**src/rtl/imem_loader_pkg.sv**
```systemverilog
// imem_loader_pkg: shared widths, state encoding and word types for the instruction loader.
package imem_loader_pkg;
    localparam int DATA_W = 19;
    localparam int ADDR_W = 5;
    localparam int DEPTH  = 1 << ADDR_W;
    typedef enum logic [1:0] {IDLE, LOAD, RUN, ERROR} state_e;
    typedef logic [DATA_W-1:0] word_t;
    typedef logic [ADDR_W-1:0] addr_t;
    typedef logic [ADDR_W:0]   count_t;
endpackage

```
**src/rtl/imem_loader_if.sv**
```systemverilog
// imem_loader_if: program word stream plus the CPU fetch port.
interface imem_loader_if;
    import imem_loader_pkg::*;
    logic  in_valid;
    word_t in_data;
    logic  in_last;
    logic  in_ready;
    addr_t fetch_addr;
    word_t fetch_instr;
    modport master (output in_valid, in_data, in_last, fetch_addr, input in_ready, fetch_instr);
    modport slave  (input in_valid, in_data, in_last, fetch_addr, output in_ready, fetch_instr);
endinterface

```
**src/rtl/imem_loader_ram.sv**
```systemverilog
// imem_loader_ram: single-write, asynchronous-read instruction array (read sees old data on collision).
module imem_loader_ram
    import imem_loader_pkg::*;
(
    input  logic  clk,
    input  logic  we,
    input  addr_t waddr,
    input  word_t wdata,
    input  addr_t raddr,
    output word_t rdata
);
    word_t mem [DEPTH];
    always_ff @(posedge clk) begin
        if (we) mem[waddr] <= wdata;
    end
    assign rdata = mem[raddr];
endmodule

```
**src/rtl/imem_loader.sv**
```systemverilog
// imem_loader: streams a program into instruction memory, holding the CPU in reset until loaded.
// Define IMEM_LOADER_CHECKSUM_EN to treat the last word as an XOR checksum instead of an instruction.
module imem_loader
    import imem_loader_pkg::*;
(
    input  logic         clk,
    input  logic         reset,
    input  logic         start,
    imem_loader_if.slave bus,
    output logic         cpu_reset,
    output logic         load_done,
    output logic         load_error,
    output count_t       load_count
);
    state_e state_q;
    count_t load_count_q;
    logic   cpu_reset_q, load_done_q, load_error_q;
    logic   xfer, we;
    assign bus.in_ready = state_q == LOAD;
    assign xfer = bus.in_valid && bus.in_ready;
`ifdef IMEM_LOADER_CHECKSUM_EN
    word_t csum_q;
    logic  full, csum_ok;
    // Only data words are stored; a full count blocks the wrap back to address 0.
    assign full = load_count_q[ADDR_W];
    assign csum_ok = bus.in_data == csum_q;
    assign we = xfer && !bus.in_last && !full;
`else
    assign we = xfer;
`endif
    always_ff @(posedge clk or posedge reset) begin
        if (reset) begin
            state_q      <= IDLE;
            load_count_q <= '0;
            cpu_reset_q  <= 1'b1;
            load_done_q  <= 1'b0;
            load_error_q <= 1'b0;
`ifdef IMEM_LOADER_CHECKSUM_EN
            csum_q       <= '0;
`endif
        end else begin
            case (state_q)
                IDLE, RUN, ERROR: if (start) begin
                    state_q      <= LOAD;
                    load_count_q <= '0;
                    cpu_reset_q  <= 1'b1;
                    load_done_q  <= 1'b0;
                    load_error_q <= 1'b0;
`ifdef IMEM_LOADER_CHECKSUM_EN
                    csum_q       <= '0;
`endif
                end
                LOAD: if (xfer) begin
`ifdef IMEM_LOADER_CHECKSUM_EN
                    if (bus.in_last) begin
                        state_q      <= csum_ok ? RUN : ERROR;
                        cpu_reset_q  <= !csum_ok;
                        load_done_q  <= csum_ok;
                        load_error_q <= !csum_ok;
                    end else if (full) begin
                        state_q      <= ERROR;
                        load_error_q <= 1'b1;
                    end else begin
                        load_count_q <= load_count_q + 1'b1;
                        csum_q       <= csum_q ^ bus.in_data;
                    end
`else
                    load_count_q <= load_count_q + 1'b1;
                    if (bus.in_last) begin
                        state_q     <= RUN;
                        cpu_reset_q <= 1'b0;
                        load_done_q <= 1'b1;
                    end else if (load_count_q == count_t'(DEPTH - 1)) begin
                        state_q      <= ERROR;
                        load_error_q <= 1'b1;
                    end
`endif
                end
            endcase
        end
    end
    imem_loader_ram u_ram (
        .clk   (clk),
        .we    (we),
        .waddr (load_count_q[ADDR_W-1:0]),
        .wdata (bus.in_data),
        .raddr (bus.fetch_addr),
        .rdata (bus.fetch_instr)
    );
    assign cpu_reset  = cpu_reset_q;
    assign load_done  = load_done_q;
    assign load_error = load_error_q;
    assign load_count = load_count_q;
endmodule

```
**src/flat_wrapper.sv**
```systemverilog
// flat-port wrapper written by rule: the top's interface ports become plain ports
module imem_loader_flat import imem_loader_pkg::*;
  (clk, reset, start, cpu_reset, load_done, load_error, load_count, bus_in_valid, bus_in_data, bus_in_last, bus_fetch_addr, bus_in_ready, bus_fetch_instr);
  imem_loader_if bus_i ();
  input  logic clk;
  input  logic reset;
  input  logic start;
  output logic cpu_reset;
  output logic load_done;
  output logic load_error;
  output count_t load_count;
  input wire logic [$bits(bus_i.in_valid)-1:0] bus_in_valid;
  input wire logic [$bits(bus_i.in_data)-1:0] bus_in_data;
  input wire logic [$bits(bus_i.in_last)-1:0] bus_in_last;
  input wire logic [$bits(bus_i.fetch_addr)-1:0] bus_fetch_addr;
  output wire logic [$bits(bus_i.in_ready)-1:0] bus_in_ready;
  output wire logic [$bits(bus_i.fetch_instr)-1:0] bus_fetch_instr;
  assign bus_i.in_valid = bus_in_valid;
  assign bus_i.in_data = bus_in_data;
  assign bus_i.in_last = bus_in_last;
  assign bus_i.fetch_addr = bus_fetch_addr;
  assign bus_in_ready = bus_i.in_ready;
  assign bus_fetch_instr = bus_i.fetch_instr;
  imem_loader u_core (.clk(clk), .reset(reset), .start(start), .bus(bus_i), .cpu_reset(cpu_reset), .load_done(load_done), .load_error(load_error), .load_count(load_count));
endmodule
```
**config.mk**
```make
export PLATFORM = sky130hd
export DESIGN_NAME = imem_loader_flat
export DESIGN_NICKNAME = d
export VERILOG_FILES = /design/src/rtl/imem_loader_pkg.sv /design/src/rtl/imem_loader_if.sv /design/src/rtl/imem_loader_ram.sv /design/src/rtl/imem_loader.sv /design/src/flat_wrapper.sv
export SDC_FILE = /design/constraint.sdc
export NUM_CORES = 1
export LEC_CHECK = 0
export CORE_AREA = 2 2 219 329
export CTS_CLUSTER_DIAMETER = 80
export CTS_CLUSTER_SIZE = 28
export DETAILED_ROUTE_END_ITERATION = 8
export DIE_AREA = 0 0 221 331
export PLACE_DENSITY = 0.56
export SLEW_MARGIN = 20
export SYNTH_ARGS = -nofsm -noshare
export SYNTH_HDL_FRONTEND = slang
export SYNTH_SLANG_ARGS = --single-unit
```
**constraint.sdc**
```tcl
create_clock -name clk -period 2.72 [get_ports clk]
set_input_delay 0.408 -clock clk [delete_from_list [all_inputs] [get_ports clk]]
set_output_delay 0.408 -clock clk [all_outputs]
set_load 0.01 [all_outputs]
```
==> metrics <==
status=completed; Top cell by count, worst path=buf_4; Worst-Skew Late Latency=~0.64 ns; all-layer global routing usage=around 17%; total design power=around 17 mW; Post-Route Skew=between 0.03 and 0.04 ns; # IOs=58; syn_nets=1417; Synth Instances=roughly 1400; ys async rst share=approximately 1.8%; Crit path depth=9; CTS Buffer Depth=3; num rows=between 100 and 150; yosys warns=0; Post-synth top cells=edfxtp_1 (608), mux2i_1 (304), a22oi_1 (76), nand2_1 (49), nand3_1 (41); CP max-delay cell=clkdlybuf4s50_1; Antenna diodes=0; vias in the first global route=between 10000 and 15000; synthesized area=24400 um2; Max VDD drop=0.489 mV; DIE AREA=between 70000 and 80000 um2; crit path buf inv count=5; antenna viol nets, final=0; Port Buf Inserts=57; Area Overhead vs Synth=18.0%; Root Driver=clkbuf_16; drt pass-1 iters=5; first-pass GRT wire length=about 90000 um; Hold Vio Cnt, Final=0; cell with the most instances after synthesis=edfxtp_1; CTS Hold Bufs=0; global placement routability congestion=between 0.7 and 0.8; Die X-Extent=between 200 and 250 um; WL/cell=25.2 um; Max Cap Viol=0; total gr overflow=0; area of the multi-input gates=between 5000 and 6000 um2; Core Region=approximately 70000 um2; # clock sinks=~620; H-Tree Depth=1; synth top area cells=edfxtp_1 (75%), mux2i_1 (12%), a22oi_1 (2.3%); initial core utilization=between 30% and 40%; layout cells sized above 1=between 10% and 20%; Max Clock Freq=about 0.37 GHz; startpoint types=primary input; crit-path leading delay family=buffers and inverters; fill cell count=~6200; CP endpoint kind=output port; synthesized area per cell=between 15 and 20 um2; proportion of netlist area held by the largest area contributor=about three quarters; via count=approximately 13000; Leak=just under 10 nW; setup violators final=0; FF+latch count, synth=between 600 and 700; sequential element share of the synthesized area=around three quarters; Max-slew headroom=63.8%; WP data arrival=around 2.3 ns; Post-synth top flop=edfxtp_1; vias per cell=just over 5; Crit Path Class=primary input to output port; Synth area leader=edfxtp_1; CTS tree=built; reg-to-reg slack, setup=0.83 ns; 1st-iter DRT viols=1059; CP peak stage delay=approximately 0.45 ns; min Tclk post-route=~2.7 ns; Cell Chain, Critical Path=clkdlybuf4s50_1 > buf_4 > nand2b_4 > bufbuf_16 > a21oi_1 > a31oi_2 > buf_4 > nand3_2 > clkdlybuf4s15_2; actual slew at the worst max-slew pin=0.542 ns; Post-synth EDFFs=a little over 600; Nets=between 1500 and 2000; setup TNS=0 ns; cell area power density=between 600 and 700 nW/um2; RSZ-0062 raised after global routing=true; clk slew on worst S/H paths=roughly 0.10 ns; Register Area=about 19000 um2; post-DP HPWL=39000 um; CTS buffer count=28; fin crit share=roughly 99%; count of different cell masters after synthesis=36; cells on worst reg2reg path=4; Final Slew Violations=0; Critical Path RT=~2.3 ns; largest net degree at the start of global routing=33; Die Y=approximately 330 um; initial antenna violation count=1; final WL=between 60000 and 70000 um; crit-path max FO=6; Hold Crit Class=primary input to async pin; DRC violations left=0
state kept, by name, summed over array words and instances, names as in the netlist:
name	cells
u_core.load_done	1
u_core.state_q	2
u_core.load_count	6
u_core.load_error	1
u_core.cpu_reset	1
u_core.u_ram.mem	608
cell usage in the layout (no fill, tap or decap), types with 13 or more instances in the layout:
| master | Yosys | routed |
|---|---|---|
| buf_12 | 6 | 58 |
| nand3_1 | 41 | 34 |
| a22o_1 | 38 | 38 |
| a21oi_1 | 40 | 38 |
| clkbuf_16 | 0 | 29 |
| a22oi_1 | 76 | 76 |
| buf_4 | 12 | 91 |
| nand2_1 | 49 | 49 |
| nor2_2 | 0 | 32 |
| edfxtp_1 | 608 | 608 |
| mux2i_1 | 304 | 298 |
| clkdlybuf4s50_1 | 0 | 34 |
| nand4_1 | 20 | 20 |
| a31oi_2 | 0 | 13 |
worst paths after layout:
kind                                        start                endpoint
min in group clk                      bus_in_last       u_core.state_q[0]
worst max register to register  u_core.state_q[1]  u_core.u_ram.mem[6][7]
worst min-delay path                        reset    u_core.load_count[1]
worst max-delay path            bus_fetch_addr[4]      bus_fetch_instr[7]
worst min register to register   u_core.cpu_reset        u_core.cpu_reset
max in group asynchronous                   reset        u_core.cpu_reset
power breakdown:
group / total [mW] / internal, mW / switching, mW
Clock: 5.06 / 2.08 / 2.98
Sequential: 10.7 / 10.7 / 0.0807
Combinational: 1.66 / 0.684 / 0.978
Total: 17.5 / 13.4 / 4.03
routing by layer:
layer / GRT usage (%) / up-vias / part of all wire, %
met1: 20.0 / 6705 / 40
met3: 2.02 / 64 / 4.1
met2: 31.3 / 287 / 54
met5: 0 / - / 0.013
li1: - / 5789 / -
met4: 5.05 / 2 / 2.7
timing repair:
action,4_1_cts,5_1_grt
gates cloned,2,1
gates resized for setup,93,11
pin swaps,18,5
setup endpoints to repair,19,11
setup buffers,4,0
kinds of logic (layout without fill, tap and decap cells):
kind of cell | after synthesis | count (layout) | synth area share, %
compound gates | 182 | 182 | 5.22
buf+inv | 87 | 267 | 2.57
fa+ha+maj | 4 | 4 | 0.205
simple gates | 186 | 186 | 3.59
xor+xnor | 2 | 2 | 0.0717
mux | 304 | 304 | 12.5
flops | 619 | 619 | 75.9
layout make-up:
| type | count | share of cell area (%) |
|---|---|---|
| clock inverter | 7 | 0.499 |
| inverter | 5 | 0.0651 |
| timing repair buffer | 217 | 9.08 |
| tap | 907 | 3.94 |
| sequential | 619 | 64.3 |
| multi-input combinational | 678 | 19.5 |
| clock buffer | 38 | 2.56 |
metrics by stage:
step	instances	worst slack, ns	hold WS, ns	instance area, um2	utilization (%)
floorplan	1384	0.359	0.260	24400	-
CTS	2470	-0.0137	0.0400	28700	41.0
detailed placement	2419	-0.747	0.478	27500	39.2
global route	2471	-0.0392	0.0836	28800	41.1
finish	2471	0.0136	0.0576	28800	41.1
global placement	2419	-0.693	0.480	27500	39.2
Power figures use the tool's default switching activity.
